`src/rtl/iob_cache_perf_ctrl_pkg.sv`:
```
// Shared definitions for the cache perf/control block: register map, CTRL/STATUS bit
// positions, event indices and the invalidate FSM state type.
package iob_cache_perf_ctrl_pkg;

    localparam int unsigned ADDR_CTRL       = 0;
    localparam int unsigned ADDR_STATUS     = 1;
    localparam int unsigned ADDR_VERSION    = 2;
    localparam int unsigned ADDR_CH_SEL     = 3;
    localparam int unsigned ADDR_READ_HIT   = 4;
    localparam int unsigned ADDR_READ_MISS  = 5;
    localparam int unsigned ADDR_WRITE_HIT  = 6;
    localparam int unsigned ADDR_WRITE_MISS = 7;
    localparam int unsigned ADDR_HIT_TOTAL  = 8;
    localparam int unsigned ADDR_MISS_TOTAL = 9;

    localparam int unsigned CTRL_INVALIDATE = 0;
    localparam int unsigned CTRL_CLEAR      = 1;
    localparam int unsigned CTRL_FREEZE     = 2;

    localparam int unsigned STATUS_WTBUF_EMPTY = 0;
    localparam int unsigned STATUS_WTBUF_FULL  = 1;
    localparam int unsigned STATUS_INV_BUSY    = 2;

    localparam logic [15:0] DEFAULT_VERSION = 16'h0100;

    localparam int unsigned N_EV        = 4;
    localparam int unsigned EV_RD_HIT   = 0;
    localparam int unsigned EV_RD_MISS  = 1;
    localparam int unsigned EV_WR_HIT   = 2;
    localparam int unsigned EV_WR_MISS  = 3;

    typedef enum logic {StIdle, StBusy} inv_state_e;

endpackage

```
`src/rtl/iob_cache_sat_cnt.sv`:
```
// Saturating up-counter; a clear in the same cycle as an enable wins.
module iob_cache_sat_cnt #(
    parameter int unsigned W = 32
) (
    input  logic         clk_i,
    input  logic         arst_n_i,
    input  logic         en,
    input  logic         clr,
    output logic [W-1:0] cnt
);

    always_ff @(posedge clk_i or negedge arst_n_i) begin
        if (!arst_n_i) begin
            cnt <= '0;
        end else if (clr) begin
            cnt <= '0;
        end else if (en && (cnt != {W{1'b1}})) begin
            cnt <= cnt + W'(1);
        end
    end

endmodule

```
`src/rtl/iob_cache_perf_ctrl.sv`:
```
// Cache control/perf-monitor register block: per-channel hit/miss counters, freeze/clear,
// channel select, handshaked invalidate request and status/version readback.
module iob_cache_perf_ctrl
    import iob_cache_perf_ctrl_pkg::*;
#(
    parameter int unsigned DATA_W  = 32,
    parameter int unsigned CNT_W   = 32,
    parameter int unsigned N_CH    = 2,
    parameter int unsigned ADDR_W  = 4,
    parameter logic [15:0] VERSION = DEFAULT_VERSION
) (
    input  logic              clk_i,
    input  logic              arst_n_i,
    input  logic              valid_i,
    input  logic [ADDR_W-1:0] addr_i,
    input  logic              wen_i,
    input  logic [DATA_W-1:0] wdata_i,
    output logic [DATA_W-1:0] rdata_o,
    output logic              ready_o,
    input  logic [N_CH-1:0]   read_hit_i,
    input  logic [N_CH-1:0]   read_miss_i,
    input  logic [N_CH-1:0]   write_hit_i,
    input  logic [N_CH-1:0]   write_miss_i,
    input  logic              wtbuf_empty_i,
    input  logic              wtbuf_full_i,
    output logic              invalidate_o,
    input  logic              invalidate_done_i
);

    localparam int unsigned SEL_W = (N_CH > 1) ? $clog2(N_CH) : 1;

    logic [SEL_W-1:0]  ch_sel_q, ch_sel_d;
    logic              freeze_q;
    logic [DATA_W-1:0] rdata_q, rd_mux;
    logic              ready_q;
    inv_state_e        state_q, state_d;

    logic [N_CH-1:0]   ev [N_EV];
    logic [CNT_W-1:0]  cnt [N_EV][N_CH];
    logic [CNT_W:0]    hit_sum, miss_sum;
    logic [CNT_W-1:0]  hit_tot, miss_tot;

    logic wr, ctrl_wr, clr;

    assign wr      = valid_i && wen_i;
    assign ctrl_wr = wr && (addr_i == ADDR_W'(ADDR_CTRL));
    assign clr     = ctrl_wr && wdata_i[CTRL_CLEAR];

    assign ev[EV_RD_HIT]  = read_hit_i;
    assign ev[EV_RD_MISS] = read_miss_i;
    assign ev[EV_WR_HIT]  = write_hit_i;
    assign ev[EV_WR_MISS] = write_miss_i;

    for (genvar e = 0; e < N_EV; e++) begin : g_ev
        for (genvar c = 0; c < N_CH; c++) begin : g_ch
            iob_cache_sat_cnt #(.W(CNT_W)) u_cnt (
                .clk_i    (clk_i),
                .arst_n_i (arst_n_i),
                .en       (ev[e][c] && !freeze_q),
                .clr      (clr),
                .cnt      (cnt[e][c])
            );
        end
    end

    // Out-of-range selects clamp to the last channel so the read mux never indexes past N_CH.
    always_comb begin
        ch_sel_d = ch_sel_q;
        if (wr && (addr_i == ADDR_W'(ADDR_CH_SEL))) begin
            if (wdata_i >= DATA_W'(N_CH)) ch_sel_d = SEL_W'(N_CH - 1);
            else                          ch_sel_d = wdata_i[SEL_W-1:0];
        end
    end

    always_comb begin
        state_d = state_q;
        case (state_q)
            StIdle:  if (ctrl_wr && wdata_i[CTRL_INVALIDATE]) state_d = StBusy;
            StBusy:  if (invalidate_done_i) state_d = StIdle;
            default: state_d = StIdle;
        endcase
    end

    assign invalidate_o = (state_q == StBusy);

    assign hit_sum  = {1'b0, cnt[EV_RD_HIT][ch_sel_q]} + {1'b0, cnt[EV_WR_HIT][ch_sel_q]};
    assign miss_sum = {1'b0, cnt[EV_RD_MISS][ch_sel_q]} + {1'b0, cnt[EV_WR_MISS][ch_sel_q]};
    assign hit_tot  = hit_sum[CNT_W] ? {CNT_W{1'b1}} : hit_sum[CNT_W-1:0];
    assign miss_tot = miss_sum[CNT_W] ? {CNT_W{1'b1}} : miss_sum[CNT_W-1:0];

    always_comb begin
        rd_mux = '0;
        case (addr_i)
            ADDR_W'(ADDR_CTRL):       rd_mux[CTRL_FREEZE] = freeze_q;
            ADDR_W'(ADDR_STATUS): begin
                rd_mux[STATUS_WTBUF_EMPTY] = wtbuf_empty_i;
                rd_mux[STATUS_WTBUF_FULL]  = wtbuf_full_i;
                rd_mux[STATUS_INV_BUSY]    = invalidate_o;
            end
            ADDR_W'(ADDR_VERSION):    rd_mux = DATA_W'(VERSION);
            ADDR_W'(ADDR_CH_SEL):     rd_mux = DATA_W'(ch_sel_q);
            ADDR_W'(ADDR_READ_HIT):   rd_mux = DATA_W'(cnt[EV_RD_HIT][ch_sel_q]);
            ADDR_W'(ADDR_READ_MISS):  rd_mux = DATA_W'(cnt[EV_RD_MISS][ch_sel_q]);
            ADDR_W'(ADDR_WRITE_HIT):  rd_mux = DATA_W'(cnt[EV_WR_HIT][ch_sel_q]);
            ADDR_W'(ADDR_WRITE_MISS): rd_mux = DATA_W'(cnt[EV_WR_MISS][ch_sel_q]);
            ADDR_W'(ADDR_HIT_TOTAL):  rd_mux = DATA_W'(hit_tot);
            ADDR_W'(ADDR_MISS_TOTAL): rd_mux = DATA_W'(miss_tot);
            default:                  rd_mux = '0;
        endcase
    end

    always_ff @(posedge clk_i or negedge arst_n_i) begin
        if (!arst_n_i) begin
            ch_sel_q <= '0;
            freeze_q <= 1'b0;
            state_q  <= StIdle;
            ready_q  <= 1'b0;
            rdata_q  <= '0;
        end else begin
            ch_sel_q <= ch_sel_d;
            state_q  <= state_d;
            ready_q  <= valid_i;
            rdata_q  <= (valid_i && !wen_i) ? rd_mux : '0;
            if (ctrl_wr) freeze_q <= wdata_i[CTRL_FREEZE];
        end
    end

    assign ready_o = ready_q;
    assign rdata_o = rdata_q;

endmodule

```
`config.mk`:
```
export PLATFORM = sky130hd
export DESIGN_NAME = iob_cache_perf_ctrl
export DESIGN_NICKNAME = d
export VERILOG_FILES = /design/src/rtl/iob_cache_perf_ctrl_pkg.sv /design/src/rtl/iob_cache_sat_cnt.sv /design/src/rtl/iob_cache_perf_ctrl.sv
export SDC_FILE = /design/constraint.sdc
export NUM_CORES = 1
export LEC_CHECK = 0
export CAP_MARGIN = 30
export CORE_MARGIN = 2
export CORE_UTILIZATION = 35
export CTS_BUF_LIST = sky130_fd_sc_hd__clkbuf_4
export DETAILED_ROUTE_END_ITERATION = 8
export GPL_ROUTABILITY_DRIVEN = 0
export PLACE_DENSITY_LB_ADDON = 0.08
export SYNTH_ARGS = -nofsm -noshare
export SYNTH_HDL_FRONTEND = slang
export SYNTH_SLANG_ARGS = --single-unit
```
`constraint.sdc`:
```
create_clock -name clk_i -period 5.71 [get_ports clk_i]
set_input_delay 1.713 -clock clk_i [delete_from_list [all_inputs] [get_ports clk_i]]
set_output_delay 1.713 -clock clk_i [all_outputs]
set_load 0.005 [all_outputs]
```
==> metrics, run 1 <==
Pwr Density=282 nW/um2; CP Class=register to register; Period minus WS final=4.59 ns; final worst slack=1.12 ns; Req. time, crit path=6.44 ns; largest net degree at the start of global routing=95; Std-Cell Rows=87; Resize count post-CTS=0; CTS tree=yes; top_reg_cell synth=dfrtp_1; unrepaired setup endpoints after global routing=no; Worst-Skew Late Latency=0.87 ns; initial antenna violation count=5; number of global-route vias before repair=17400; Pint=4130 uW; mapped cell area=19800 um2; Max Used Layer=met5; switch share=0.359; setup slack after placement=1.15 ns; Core Footprint=56200 um2; area growth from synthesis to layout=15.2%; final hold viol count=0; Met3 Wirelength=2.95 mm; power share of the sequential group=0.401; # port buffers=84; max_cap viols=0; worst min path class=register to register; wl on met1=29.8 mm; most common cell after layout, fill and taps aside=nor2_1; total setup buffers inserted after CTS=0; CTS Buf Count=91; Setup crit end kind=register; cts hold-fix bufs=0; commonest cells after routing, fill and taps aside=309 x nor2_1, 291 x dfrtp_1, 179 x nand2_1, 160 x xor2_1, 136 x clkbuf_4; total nets after synthesis=2366; Gate Count Post-Synth=2241; sequential element share of the synthesized area=0.368; Die Ht=242 um; Peak VDD IR=0.200 mV; vias per inst=5.45; ANT nets after route=0; met2 WL=30.6 mm; ys async rst share=1.00; # setup viols final=0; vias after detailed routing=17400; worst-path fanout max=35; hold endpoint=invalidate_o; # DRC=0; Crit path arrival time=5.33 ns; final wirelength=65.0 mm; Netlist cell types=81; final design utilization=0.407; run status=completed; first-pass GRT wire length=101 mm; Total Routing Usage GR=0.221; reg2reg start=ch_sel_q; CTS root buffer=clkbuf_4; clk slew on worst S/H paths=0.07 ns; hold path cells=1; switching power=2320 uW; final worst path period share=0.805; Syn. warnings=0; setup_tns=0 ns; Worst Hold Margin=0.528 ns; clk_skew=0.0447 ns; Layout Cells excl Fill=3197; Post-synth EDFFs=0; Worst R2R End=rdata_o[18]; Initial Util=0.353; part of the power in the clock network=0.337; DR pass1 iterations=6; R2R cell count=13; DP HPWL=48.5 mm; Max clock buf depth=3; leakage power=0.0100 uW; placed cell count=3025; layout cells sized above 1=0.138; CTS Sinks=292; r2r setup slk=1.12 ns; Slew Limit Fails=0; die area=58600 um2; min-delay src=invalidate_o; DR iter-0 viols=1154; Syn Area/Cell=8.85 um2; Max-slew headroom=0.386; Overflow after GRT=0; Die Wd=242 um; WL/cell=20.3 um; #FFs+latches synth=292; I/O pins=85; Max Clk Rate=0.218 GHz; # fillers=5688; fin nets=2487; power share of the combinational group=0.262; CP Launch Type=register; H-tree depth=3; Slew @ Worst Pin=0.914 ns
## final cells by class
type	count	area, um2	share of cell area
Antenna cell	6	15.0	0.000657
Clock buffer	136	1020	0.0447
Clock inverter	30	150	0.00657
Inverter	38	143	0.00624
Multi-Input combinational cell	1824	12100	0.528
Sequential cell	292	7310	0.320
Tap cell	756	946	0.0414
Timing Repair Buffer	115	1200	0.0527
## sequential cells by signal, summed over array words and instances, names as in the netlist
register	cells
invalidate_o	1
g_ev.g_ch.u_cnt.cnt	256
rdata_o	32
ready_o	1
freeze_q	1
ch_sel_q	1
## critical path, stage by stage (launching register included)
cell and delay, ns:
dfrtp_4 0.75, mux2_2 0.43, ha_1 0.23, fa_1 0.43, a211oi_1 0.32, o21ai_0 0.18
a21o_1 0.23, o211a_1 0.27, o21ai_1 0.39, a211o_1 0.28, nand2_1 0.29, buf_12 0.26
o21ai_0 0.25, a31oi_1 0.12
## cells by family after synthesis
| logic type | after synthesis | share of synthesized area |
|---|---|---|
| AOI/OAI and AO/OA | 430 | 0.140 |
| xor gates and xnor gates | 259 | 0.114 |
| adders and majority gates | 74 | 0.0474 |
| buffers and inverters | 125 | 0.0250 |
| DFF | 292 | 0.368 |
| muxes | 134 | 0.0756 |
| and+or+nand+nor | 927 | 0.230 |
## synthesized netlist by cell type (64+ instances only)
cell type | instances | area (um2)
dfrtp_1 | 292 | 7310
xnor2_1 | 99 | 867
nand3_1 | 110 | 551
nor2_1 | 313 | 1170
nand4_1 | 64 | 400
o21ai_0 | 129 | 646
mux2_2 | 117 | 1320
xor2_1 | 160 | 1400
ha_1 | 72 | 901
clkbuf_1 | 65 | 244
a21oi_1 | 102 | 510
nand2_1 | 179 | 672
## stage by stage
stage | total power, uW | instance area, um2
2_1_floorplan | 3710 | 19800
3_3_place_gp | 4260 | 21700
3_5_place_dp | 4270 | 21700
4_1_cts | 6510 | 22800
5_1_grt | 6850 | 22900
6_report | 6440 | 22900
## routing by layer
metal,global-route usage,vias up
li1,-,8379
met2,0.369,422
met5,0,-
met3,0.0408,126
met1,0.291,8480
met4,0.0666,6
## power by group through the flow
stage | Sequential, uW | Clock [uW] | Combinational, uW
3_3_place_gp | 2620 | 0 | 1650
4_1_cts | 2580 | 2250 | 1670
2_1_floorplan | 2490 | 0 | 1220
6_report | 2580 | 2170 | 1690
5_1_grt | 2620 | 2370 | 1870
3_5_place_dp | 2620 | 0 | 1650
## worst max path at each step
stage / start / end / slack (ns) / cells past startpoint
3_3_place_gp: addr_i[2] / rdata_o[29] / 1.27 / 9
5_1_grt: ch_sel_q / rdata_o[8] / 0.79 / 13
2_1_floorplan: ch_sel_q / rdata_o[19] / 1.48 / 16
3_5_place_dp: ch_sel_q / rdata_o[18] / 1.15 / 13
4_1_cts: ch_sel_q / rdata_o[18] / 1.15 / 13
6_report: ch_sel_q / rdata_o[18] / 1.12 / 13
No activity file was read; power rests on OpenSTA's default activity.
==> run 2, diff against run 1 <==
==> constraint.sdc (replaced) <==
create_clock -name clk_i -period 3.9 [get_ports clk_i]
set_input_delay 1.17 -clock clk_i [delete_from_list [all_inputs] [get_ports clk_i]]
set_output_delay 1.17 -clock clk_i [all_outputs]
set_load 0.005 [all_outputs]
==> run 2 against run 1 <==
Total power rose by 51%; register-to-register slack lost 1.0 ns; final cell count grew 5.0%; sequential power rose by 47%; maximum frequency up 22%; non-clock buffer count is 177 higher; core utilization increased by 2.5 points; count of clock-buffer cells in the layout is 5 lower; clock power up 37%; clock skew increased by 0.010 ns; highest routed layer unchanged.
==> metrics, run 2 (synthesized netlist as in run 1, its figures left out) <==
most common cell after layout, fill and taps aside=nor2_1; CTS root buffer=clkbuf_4; Crit-path slowest cell=dfrtp_4; vias after detailed routing=18000; Max Clk Rate=0.264 GHz; leakage power=0.0109 uW; max_cap viols=0; Setup crit end kind=register; Total Routing Usage GR=0.226; # port buffers=84; Overflow after GRT=0; slowest cell delay on critical path=0.54 ns; Worst Hold Margin=0.227 ns; cts hold-fix bufs=0; max FFs per register=256; final design utilization=0.432; run status=completed; largest net degree at the start of global routing=93; Max-slew headroom=0.463; final hold viol count=0; fin nets=2662; worst min path class=input port to asynchronous set/reset pin; Worst-Skew Late Latency=0.85 ns; ANT nets after route=0; Max clock buf depth=3; wl on met1=30.3 mm; number of global-route vias before repair=18300; Peak VDD IR=0.266 mV; most flop-heavy register=g_ev.g_ch.u_cnt.cnt; area growth from synthesis to layout=22.3%; # DRC=0; unrepaired setup endpoints after global routing=yes; CP Class=register to register; clk slew on worst S/H paths=0.09 ns; commonest cells after routing, fill and taps aside=309 x nor2_1, 291 x dfrtp_1, 191 x buf_4, 178 x nand2_1, 160 x xor2_1; layout cells sized above 1=0.200; Std-Cell Rows=87; CTS Buf Count=89; Max Used Layer=met5; die area=58600 um2; vias per inst=5.38; Met3 Wirelength=3.06 mm; DP HPWL=50.9 mm; first-pass GRT wire length=104 mm; Die Wd=242 um; Die Ht=242 um; met2 WL=31.1 mm; Pwr Total=9700 uW; Pwr Density=400 nW/um2; initial antenna violation count=4; Slew Limit Fails=0; # setup viols final=0; Buffers & Inverters on Critical Path=2; setup_tns=0 ns; DR pass1 iterations=6; Layout Cells excl Fill=3357; worst-path fanout max=6; WL/cell=19.8 um; Cell Chain, Critical Path=buf_4 > mux2_2 > ha_1 > fa_2 > a211oi_2 > o211ai_1 > nand3_2 > a2111oi_2 > or3b_1 > and2_4 > buf_4 > a2111o_1 > o211ai_1 > a31oi_1; Crit path arrival time=4.48 ns; Period minus WS final=3.78 ns; I/O pins=85; placed cell count=3195; H-tree depth=3; CTS tree=yes; Initial Util=0.353; clk_skew=0.0548 ns; DR iter-0 viols=1095; final wirelength=66.5 mm; Core Footprint=56200 um2; Req. time, crit path=4.60 ns; Slew @ Worst Pin=0.805 ns; final worst path period share=0.970; Top delay family on crit path=compound AO/OA/AOI/OAI gates; CTS Sinks=292; CP Launch Type=register; r2r setup slk=0.12 ns
run 2: worst paths after layout:
check / end / cells after the start / from
worst max-delay path: rdata_o[25] / 14 / ch_sel_q
worst min-delay path: g_ev[2].g_ch[1].u_cnt.cnt[8] / 1 / arst_n_i
worst max register to register: rdata_o[25] / 14 / ch_sel_q
worst min register to register: invalidate_o / 1 / invalidate_o
max in group asynchronous: g_ev[1].g_ch[1].u_cnt.cnt[31] / 2 / arst_n_i
min in group clk_i: invalidate_o / 1 / invalidate_o
run 2: metal layers:
| layer | global-route usage | vias to the layer above |
|---|---|---|
| li1 | - | 8695 |
| met3 | 0.0422 | 139 |
| met4 | 0.0786 | 6 |
| met2 | 0.372 | 405 |
| met1 | 0.298 | 8803 |
| met5 | 0 | - |
run 2: timing repair:
item                                    CTS  global route
gates resized for setup                   8            34
pin swaps                                 3            13
endpoints found under the setup margin   10            32
setup buffers                             0             7
run 2: worst register-to-register path, stage by stage (launching register included):
cell and delay, ns:
dfrtp_4 0.54, buf_4 0.17, mux2_2 0.28, ha_1 0.22, fa_2 0.36, a211oi_2 0.27, o211ai_1 0.22, nand3_2 0.18
a2111oi_2 0.10, or3b_1 0.41, and2_4 0.18, buf_4 0.15, a2111o_1 0.38, o211ai_1 0.10, a31oi_1 0.10
run 2: layout make-up:
cell class | instances | area, um2
Clock buffer | 131 | 983
Antenna cell | 2 | 5.00
Tap cell | 756 | 946
Timing Repair Buffer | 292 | 2620
Fill cell | 5605 | 31900
Clock inverter | 22 | 82.6
Sequential cell | 292 | 7310
Multi-Input combinational cell | 1824 | 12200
Inverter | 38 | 143
run 2: through the flow:
stage | worst slack [ns] | cell area, um2
4_1_cts | 0.00765 | 24100
2_1_floorplan | 0.0544 | 19900
3_5_place_dp | -0.0541 | 23000
6_report | 0.119 | 24300
3_3_place_gp | -0.0263 | 23000
5_1_grt | -0.0180 | 24300
run 2: power breakdown:
group | total, uW | leakage [uW] | internal [uW] | switching [uW]
clock network | 2970 | 0.000645 | 1520 | 1450
logic | 2940 | 0.00632 | 1400 | 1530
registers | 3790 | 0.00394 | 3330 | 461
total | 9700 | 0.0109 | 6250 | 3450
==> run 3, diff against run 2 <==
--- a/config.mk
+++ b/config.mk
@@ -9,6 +9,7 @@
 export CORE_MARGIN = 2
 export CORE_UTILIZATION = 35
 export CTS_BUF_LIST = sky130_fd_sc_hd__clkbuf_4
+export CTS_CLUSTER_SIZE = 24
 export DETAILED_ROUTE_END_ITERATION = 8
 export GPL_ROUTABILITY_DRIVEN = 0
 export PLACE_DENSITY_LB_ADDON = 0.08
==> results of run 3 <==
The final DEF is identical to that of run 2; final timing and power are the same.
